[src/rtl/mac_loopback_pkt_gen.sv]
// mac_loopback_pkt_gen: patterned packet generator driving the MAC TX stream,
// plus a checker for the looped-back RX stream with counters and a pass/fail verdict.
module mac_loopback_pkt_gen #(
  parameter int unsigned PKT_BEATS   = 8,
  parameter int unsigned NUM_PKTS    = 16,
  parameter int unsigned IDLE_CYCLES = 4,
  parameter int unsigned TIMEOUT     = 4096
) (
  input  logic        clk,
  input  logic        sys_reset,
  input  logic        mac_ready,
  output logic [63:0] tx_axis_tdata,
  output logic [7:0]  tx_axis_tkeep,
  output logic        tx_axis_tvalid,
  output logic        tx_axis_tlast,
  input  logic        tx_axis_tready,
  input  logic [63:0] rx_axis_tdata,
  input  logic [7:0]  rx_axis_tkeep,
  input  logic        rx_axis_tvalid,
  input  logic        rx_axis_tlast,
  input  logic        rx_axis_tuser,
  output logic [15:0] tx_pkt_cnt,
  output logic [15:0] rx_pkt_cnt,
  output logic [15:0] err_cnt,
  output logic        done,
  output logic        pass
);

  localparam int unsigned CW = 16;
  localparam int unsigned TW = $clog2(TIMEOUT + 1);
  localparam logic [CW-1:0] LAST_BEAT  = CW'(PKT_BEATS - 1);
  localparam logic [CW-1:0] NUM_PKTS_C = CW'(NUM_PKTS);
  localparam logic [CW-1:0] GAP_LAST   = CW'(IDLE_CYCLES - 1);
  localparam logic [TW-1:0] TIMEOUT_C  = TW'(TIMEOUT);

  typedef enum logic [1:0] {WAIT_READY, SEND, GAP, TX_DONE} tx_state_e;

  function automatic logic [63:0] pattern(input logic [CW-1:0] p, input logic [CW-1:0] b);
    return {16'hC0DE, p, b, 16'h5A5A};
  endfunction

  function automatic logic [CW-1:0] sat_inc(input logic [CW-1:0] v);
    return (v == '1) ? v : v + CW'(1);
  endfunction

  // TX side registers
  tx_state_e     state_q, state_d;
  logic [63:0]   tdata_q, tdata_d;
  logic [7:0]    tkeep_q, tkeep_d;
  logic          tvalid_q, tvalid_d;
  logic          tlast_q, tlast_d;
  logic [CW-1:0] beat_q, beat_d;
  logic [CW-1:0] gap_q, gap_d;
  logic [CW-1:0] tx_cnt_q, tx_cnt_d;

  // RX checker registers
  logic [CW-1:0] ep_q, ep_d;
  logic [CW-1:0] eb_q, eb_d;
  logic [CW-1:0] rx_cnt_q, rx_cnt_d;
  logic [CW-1:0] err_cnt_q, err_cnt_d;
  logic          pkt_err_q, pkt_err_d;
  logic [TW-1:0] to_q, to_d;
  logic          done_q, done_d;
  logic          pass_q, pass_d;

  logic          tx_hs_c;
  logic          tx_last_hs_c;
  logic [CW-1:0] tx_cnt_inc_c;
  logic [CW-1:0] beat_inc_c;
  logic          rx_mism_c;
  logic          rx_bad_c;

  assign tx_hs_c      = tvalid_q & tx_axis_tready;
  assign tx_last_hs_c = tx_hs_c & tlast_q;
  assign tx_cnt_inc_c = sat_inc(tx_cnt_q);
  assign beat_inc_c   = beat_q + CW'(1);

  // A beat is bad if its contents, keep or tlast position disagree with the expected packet
  assign rx_mism_c = (rx_axis_tdata != pattern(ep_q, eb_q)) |
                     (rx_axis_tkeep != 8'hFF) |
                     (rx_axis_tlast != (eb_q == LAST_BEAT)) |
                     (eb_q > LAST_BEAT);
  assign rx_bad_c  = rx_mism_c | (rx_axis_tlast & rx_axis_tuser);

  // TX state register
  always_ff @(posedge clk or posedge sys_reset) begin
    if (sys_reset) state_q <= WAIT_READY;
    else           state_q <= state_d;
  end

  // TX next-state: mac_ready is only consulted before a packet starts, never mid-packet
  always_comb begin
    state_d = state_q;
    case (state_q)
      WAIT_READY: if (mac_ready) state_d = SEND;
      SEND:       if (tx_last_hs_c) state_d = (tx_cnt_inc_c == NUM_PKTS_C) ? TX_DONE : GAP;
      GAP:        if (gap_q == GAP_LAST) state_d = mac_ready ? SEND : WAIT_READY;
      TX_DONE:    state_d = TX_DONE;
      default:    state_d = WAIT_READY;
    endcase
  end

  // TX outputs: load the first beat on packet start, advance only on handshake
  always_comb begin
    tvalid_d = tvalid_q;
    tlast_d  = tlast_q;
    tdata_d  = tdata_q;
    tkeep_d  = tkeep_q;
    beat_d   = beat_q;
    gap_d    = gap_q;
    tx_cnt_d = tx_cnt_q;
    case (state_q)
      WAIT_READY, GAP: begin
        if (state_q == GAP) gap_d = gap_q + CW'(1);
        if (state_d == SEND) begin
          tvalid_d = 1'b1;
          tkeep_d  = 8'hFF;
          beat_d   = '0;
          tdata_d  = pattern(tx_cnt_q, '0);
          tlast_d  = 1'b0;
        end
      end
      SEND: begin
        if (tx_hs_c) begin
          if (tlast_q) begin
            tvalid_d = 1'b0;
            tlast_d  = 1'b0;
            tx_cnt_d = tx_cnt_inc_c;
            gap_d    = '0;
          end else begin
            beat_d  = beat_inc_c;
            tdata_d = pattern(tx_cnt_q, beat_inc_c);
            tlast_d = (beat_inc_c == LAST_BEAT);
          end
        end
      end
      default: ;
    endcase
  end

  // RX checker, timeout and verdict next-state
  always_comb begin
    ep_d      = ep_q;
    eb_d      = eb_q;
    rx_cnt_d  = rx_cnt_q;
    err_cnt_d = err_cnt_q;
    pkt_err_d = pkt_err_q;
    to_d      = to_q;
    done_d    = done_q;
    pass_d    = pass_q;
    if (rx_axis_tvalid) begin
      if (rx_bad_c && !pkt_err_q) err_cnt_d = sat_inc(err_cnt_q);
      if (rx_axis_tlast) begin
        rx_cnt_d  = sat_inc(rx_cnt_q);
        ep_d      = sat_inc(ep_q);
        eb_d      = '0;
        pkt_err_d = 1'b0;
      end else begin
        eb_d      = sat_inc(eb_q);
        pkt_err_d = pkt_err_q | rx_bad_c;
      end
    end
    if (rx_axis_tvalid) begin
      to_d = '0;
    end else if ((state_q == TX_DONE) && (to_q != TIMEOUT_C)) begin
      to_d = to_q + TW'(1);
    end
    if (!done_q && ((rx_cnt_q >= NUM_PKTS_C) || (to_q == TIMEOUT_C))) begin
      done_d = 1'b1;
      pass_d = (err_cnt_q == '0) && (rx_cnt_q == NUM_PKTS_C);
    end
  end

  // Datapath and counter registers
  always_ff @(posedge clk or posedge sys_reset) begin
    if (sys_reset) begin
      tdata_q   <= '0;
      tkeep_q   <= '0;
      tvalid_q  <= 1'b0;
      tlast_q   <= 1'b0;
      beat_q    <= '0;
      gap_q     <= '0;
      tx_cnt_q  <= '0;
      ep_q      <= '0;
      eb_q      <= '0;
      rx_cnt_q  <= '0;
      err_cnt_q <= '0;
      pkt_err_q <= 1'b0;
      to_q      <= '0;
      done_q    <= 1'b0;
      pass_q    <= 1'b0;
    end else begin
      tdata_q   <= tdata_d;
      tkeep_q   <= tkeep_d;
      tvalid_q  <= tvalid_d;
      tlast_q   <= tlast_d;
      beat_q    <= beat_d;
      gap_q     <= gap_d;
      tx_cnt_q  <= tx_cnt_d;
      ep_q      <= ep_d;
      eb_q      <= eb_d;
      rx_cnt_q  <= rx_cnt_d;
      err_cnt_q <= err_cnt_d;
      pkt_err_q <= pkt_err_d;
      to_q      <= to_d;
      done_q    <= done_d;
      pass_q    <= pass_d;
    end
  end

  assign tx_axis_tdata  = tdata_q;
  assign tx_axis_tkeep  = tkeep_q;
  assign tx_axis_tvalid = tvalid_q;
  assign tx_axis_tlast  = tlast_q;
  assign tx_pkt_cnt     = tx_cnt_q;
  assign rx_pkt_cnt     = rx_cnt_q;
  assign err_cnt        = err_cnt_q;
  assign done           = done_q;
  assign pass           = pass_q;

endmodule

[config.mk]
export PLATFORM = sky130hd
export DESIGN_NAME = mac_loopback_pkt_gen
export DESIGN_NICKNAME = d
export VERILOG_FILES = /design/src/rtl/mac_loopback_pkt_gen.sv
export SDC_FILE = /design/constraint.sdc
export NUM_CORES = 1
export LEC_CHECK = 0
export ABC_AREA = 1
export BUFFER_PORTS_ARGS = -buffer_cell sky130_fd_sc_hd__clkbuf_2
export CAP_MARGIN = 20
export CORE_MARGIN = 8
export CORE_UTILIZATION = 45
export CTS_CLUSTER_SIZE = 16
export DETAILED_ROUTE_END_ITERATION = 12
export PLACE_DENSITY_LB_ADDON = 0.08
export SYNTH_ARGS = -nofsm -noshare
export SYNTH_HDL_FRONTEND = slang
export SYNTH_SLANG_ARGS = --single-unit
[constraint.sdc]
create_clock -name clk -period 5.6 [get_ports clk]
set_input_delay 0.56 -clock clk [delete_from_list [all_inputs] [get_ports clk]]
set_output_delay 0.56 -clock clk [all_outputs]
set_load 0.1 [all_outputs]
After elaboration in Yosys (flattened, before gate mapping)
Cells that the tools add are included.
{"block": "word_totals", "input_bits": 79, "wordCells": 116, "regBits": 197, "out_inout_bits": 124}
{"block": "classes", "bitwise": 11, "reduce_logical": 22, "magnitude_cmp": 2, "n_mux": 32, "addsub": 8, "n_eq_ne": 25}
{"op": "two-way mux 64 bit", "n": 3}
{"op": "two-way mux 16 bit", "n": 9}
{"op": "case mux 64 bit (2 select lines)", "n": 1}
{"op": "adder 16 x 1 -> 16 bit (second input constant)", "n": 7}
{"op": "equality test 16 bit (second input constant)", "n": 5}
{"op": "inequality test 64 bit", "n": 1}
{"op": "case mux 16 bit (2 select lines)", "n": 2}
{"op": "equality test 16 x 3 -> 1 bit (second input constant)", "n": 2}
{"op": "equality test 16 x 5 -> 1 bit (second input constant)", "n": 2}
{"op": "two-way mux 13 bit", "n": 2}
{"op": "equality test 16 x 2 -> 1 bit (second input constant)", "n": 1}
{"op": "greater-or-equal comparator 16 x 5 -> 1 bit (second input constant)", "n": 1}
{"op": "> comparator 16 x 3 -> 1 bit (second input constant)", "n": 1}
{"op": "logical NOT 16 bit", "n": 1}
{"op": "AND reduction 3 bit", "n": 5}
{"op": "adder 13 x 1 -> 13 bit (second input constant)", "n": 1}
{"op": "equality test 13 bit (second input constant)", "n": 1}
{"op": "inequality test 13 bit (second input constant)", "n": 1}
{"op": "inequality test 2 bit (second input constant)", "n": 6}
{"op": "AND reduction 4 bit", "n": 3}
{"op": "two-way mux 1 bit", "n": 9}
{"op": "inequality test 8 bit (second input constant)", "n": 1}
{"op": "case mux 2 bit (4 select lines)", "n": 1}
{"op": "two-way mux 2 bit", "n": 3}
{"op": "14 further kinds", "n": 31}

Depth between registers and ports, before layout
{"block": "depth", "depth_word": 9, "mapped_depth": 14, "mapped_depth_nobuf": 12}

Least setup slack after synthesis
OpenSTA, ideal clock, no wires.
{"block": "synth_timing", "path_type": "register to register", "from": "register tx_cnt_q[0], in the netlist tx_pkt_cnt[0]", "to": "register state_q[0]", "path_stages_with_launch": 12, "required_time_ns": 5.523, "path_slack_ns": 3.034, "period_less_slack_ns": 2.566, "path_buffers": 1, "arrival_time_ns": 2.488, "setup_ns": 0.077, "path_cell_list": "dfrtp_1 -> ha_1 -> nand3_1 -> inv_1 -> nand2_2 -> nor2_2 -> buf_6 -> xor2_2 -> nand3_1 -> nor2_1 -> nand2_1 -> a21oi_1"}
{"block": "synth_via", "elab_chain_cells": 6, "word_cells_on_any_way": 7, "classes_between": "add/sub (1); eq/ne (2); mux (4)"}
{"element": "start: declaration", "line_no": "54", "text": "logic [CW-1:0] tx_cnt_q, tx_cnt_d;"}
{"element": "start signal: assignment", "line_no": "199", "text": "tx_cnt_q <= tx_cnt_d;"}
{"element": "adder 16 x 1 -> 16 bit / equality test 16 bit (equally long branches)", "line_no": "43", "text": "return (v == '1) ? v : v + CW'(1);"}
{"element": "two-way mux 16 bit *", "line_no": "43"}
{"element": "equality test 16 x 5 -> 1 bit *", "line_no": "96", "text": "SEND: if (tx_last_hs_c) state_d = (tx_cnt_inc_c == NUM_PKTS_C) ? TX_DONE : GAP;"}
{"element": "two-way mux 1 bit *", "line_no": "96"}
{"element": "two-way mux 2 bit *", "line_no": "96"}
{"element": "case mux 2 bit (4 select lines) *", "line_no": "94", "text": "case (state_q)"}
{"element": "named net state_d[0]", "line_no": "47", "text": "tx_state_e state_q, state_d;"}
{"element": "end signal: assignment", "line_no": "88", "text": "else state_q <= state_d;"}
{"element": "end: declaration", "line_no": "47"}
The timed path passes the listed nets; every way through them passes the cells marked *.
A chain may end at the register's enable or synchronous reset.

Worst setup path in the final report
{"block": "layout_timing", "from": "register state_q[0]", "to": "register gap_q[9]"}
{"block": "layout_via", "elab_chain_cells": 4, "word_cells_on_any_way": 10, "classes_between": "eq/ne (5); mux (1); reduce/logical (4)"}
{"element": "equality test 2 bit / logical NOT 2 bit (equally long branches)", "line_no": "112, 114"}
{"element": "OR reduction 2 bit", "line_no": "112", "text": "case (state_q)"}
{"element": "inequality test 2 bit (no source line) / nonzero test 2 bit (equally long branches)"}
{"element": "AND reduction 4 bit (no source line)"}
{"element": "end signal: assignment", "line_no": "198", "text": "gap_q <= gap_d;"}
{"element": "end: declaration", "line_no": "53", "text": "logic [CW-1:0] gap_q, gap_d;"}
Parallel ways exist; a longest one is shown, timed or not.

==> results.json <==
{
  "io_buffers": 186,
  "yosysTopAreaCellShare_pct": 39.88,
  "synthTopCellsByArea": "dfrtp_1 (40%), nand2_1 (13%), nand3_1 (5.6%), nor2_1 (5.6%), inv_1 (5.5%)",
  "critPathKind": "flop to flop",
  "cts.repair.resized": 0,
  "die_w_um": 160.6,
  "htreeDepth": 4,
  "synth_top_area_cell": "dfrtp_1",
  "wl_met2_mm": 11.87,
  "wl_mm": 24.86,
  "max_slew.worst_pin.slew_ns": 0.9776,
  "crit_path_end_kind": "flop",
  "cts-root-buf": "clkbuf_16",
  "io_pins": 203,
  "grt_max_degree": 105,
  "overflow": 0,
  "cp_data_required_time_ns": 5.86,
  "avgViaCountPerCell": 5.032,
  "drive_gt1_share_pct": 17.68,
  "power_density_nw_per_um2": 288.6,
  "ys_warn_count": 0,
  "final_common_cell": "nand2_1",
  "cts_made_buffers": 17,
  "drt_first_pass_iters": 6,
  "nets": 1526,
  "ant_nets": 0,
  "setup_viol": 0,
  "relSlewSlack_pct": 34.75,
  "grt_first_pass_wirelength_mm": 42.49,
  "path_clk_slew_ns": 0.07,
  "start_util_pct": 45.35,
  "status": "finished, final reports clean",
  "finalWeightedCongestion": 0.8608,
  "peakVddDrop_mv": 0.4012,
  "ys.flop_type": "dfrtp_1",
  "syn_area_sq_um": 9413,
  "synthArstFlopShare_pct": 100.0,
  "max-cap-violations": 0,
  "wl_met3_mm": 1.398,
  "grt_pass1_vias": 8641,
  "coreArea_sq_um": 20760,
  "min_period_ns": 2.668,
  "finalClockSkew_ns": 0.01024,
  "diodes": 0,
  "syn_to_final_growth_pct": 15.43,
  "post-cts-setup-buffer-count": 0,
  "die_area_sq_um": 25800,
  "crit_fanout": 27,
  "place_inst": 1691,
  "fillCellCount": 2123,
  "fmax_ghz": 0.3748,
  "top_layer": "met4",
  "hp-class": "input port to async pin",
  "finalHoldViolCount": 0,
  "setup_tns_ns": 0,
  "m1WireLength_mm": 11.43,
  "vias": 8670,
  "cts_tree": "done",
  "drt_first_iter_violations": 559,
  "clock_latency_ns": 0.42,
  "p_leak_uw": 0.005355,
  "grtUsageTotal_pct": 19.58,
  "num_rows": 53,
  "ys_ff_latch": 150,
  "final_cell_mix": "nand2_1 (333), clkbuf_2 (186), dfrtp_1 (150), nor2_1 (140), inv_1 (138)",
  "fin_cells": 1723,
  "startpoint_type": "flop",
  "cts_sinks": 150,
  "rsz0062_at_grt": "false",
  "hold_buffers": 0,
  "dp_hpwl_mm": 18.90,
  "crit_arrival_ns": 2.93,
  "clockBufferDepth": 2,
  "synthCells": 1278,
  "yosys.cell_types.count": 44,
  "ys_seq_area_share_pct": 39.88,
  "post-route-period-util_pct": 47.64,
  "antenna_found_initial": 0,
  "slew_viol_final": 0,
  "syn_area_per_cell_sq_um": 7.365,
  "synth_edf_count": 0,
  "wire_per_inst_um": 14.43,
  "fp.dieH_um": 160.6,
  "drc": 0
}
final timing paths:
path                                         from                end  slack, ns  cells after the start
worst min-delay path                    sys_reset         beat_q[13]       0.36                      2
worst min register to register  tx_axis_tdata[37]  tx_axis_tdata[37]       0.48                      2
max in group asynchronous               sys_reset     tx_axis_tvalid       4.04                      3
min in group clk                   rx_axis_tvalid           to_q[12]       0.48                      2
worst max register to register         state_q[0]           gap_q[9]       2.93                      9
worst max-delay path                   state_q[0]           gap_q[9]       2.93                      9
synthesized netlist by cell type, drive strengths merged (13+ instances only):
library cell,n
a21oi,18
buf,60
dfrtp,150
inv,143
nand2,337
nand3,106
nand4,45
nor2,147
nor3,35
nor4,13
o21ai,95
xnor2,18
xor2,54
metrics by stage:
stage | power [uW] | hold slack (ns) | util [%] | worst slack (ns) | cell area, sq um
floorplan | 1897 | 0.4465 | - | 1.004 | 9469
global placement | 2039 | 0.4585 | 49.63 | 2.976 | 10300
detailed placement | 2045 | 0.4669 | 49.63 | 2.869 | 10300
CTS | 3168 | 0.3992 | 52.35 | 2.870 | 10870
global route | 3295 | 0.4366 | 52.35 | 2.567 | 10870
finish | 3136 | 0.3565 | 52.35 | 2.932 | 10870
routing by layer:
layer / GRT usage, % / vias up
met5: 0 / -
met4: 4.418 / 0
met3: 4.377 / 16
met2: 32.49 / 209
met1: 25.59 / 4012
li1: - / 4433
worst max-delay path: stages, from the launching register on:
cell and delay [ns]:
dfrtp_1 0.39, inv_1 0.08, nor2_2 0.14, nand2_1 0.19
nor2_2 0.79, inv_2 0.34, nand2_1 0.32, nand3_1 0.11
nor2_1 0.10, nor3_1 0.05
layout make-up:
class	instances	area, sq um	area share (%)
Timing Repair Buffer	187	938.4	8.637
Tap cell	275	344.1	3.167
Sequential cell	150	3754	34.55
Multi-Input combinational cell	936	4723	43.47
Clock inverter	13	111.4	1.025
Inverter	143	541.8	4.986
Clock buffer	19	452.9	4.169
cells by family (layout without fill, tap and decap cells):
family | after synthesis | in the layout | synth area share [%]
fa+ha+maj | 12 | 12 | 1.595
other cells | 1 | 16 | 0.03984
mux | 1 | 1 | 0.1063
xor+xnor | 72 | 72 | 6.779
buf+inv | 207 | 362 | 10.54
flops | 150 | 150 | 39.88
simple gates | 693 | 693 | 32.34
compound gates | 142 | 142 | 8.720
flip-flops by register name, summed over array words and instances (netlist names), 2 cells and up:
name and count:
gap_q 16, tx_axis_tdata 18, err_cnt 16, state_q 2
rx_pkt_cnt 16, tx_pkt_cnt 16, to_q 13, beat_q 15
ep_q 16, eb_q 16
where the power goes:
part | leakage [uW] | internal, uW | switching (uW) | total (uW)
combinational | 0.00317 | 166 | 577 | 743
sequential | 0.00192 | 1160 | 123 | 1280
clock | 0.000272 | 606 | 504 | 1110
total | 0.00536 | 1930 | 1200 | 3140
No activity file was read; power rests on OpenSTA's default activity.
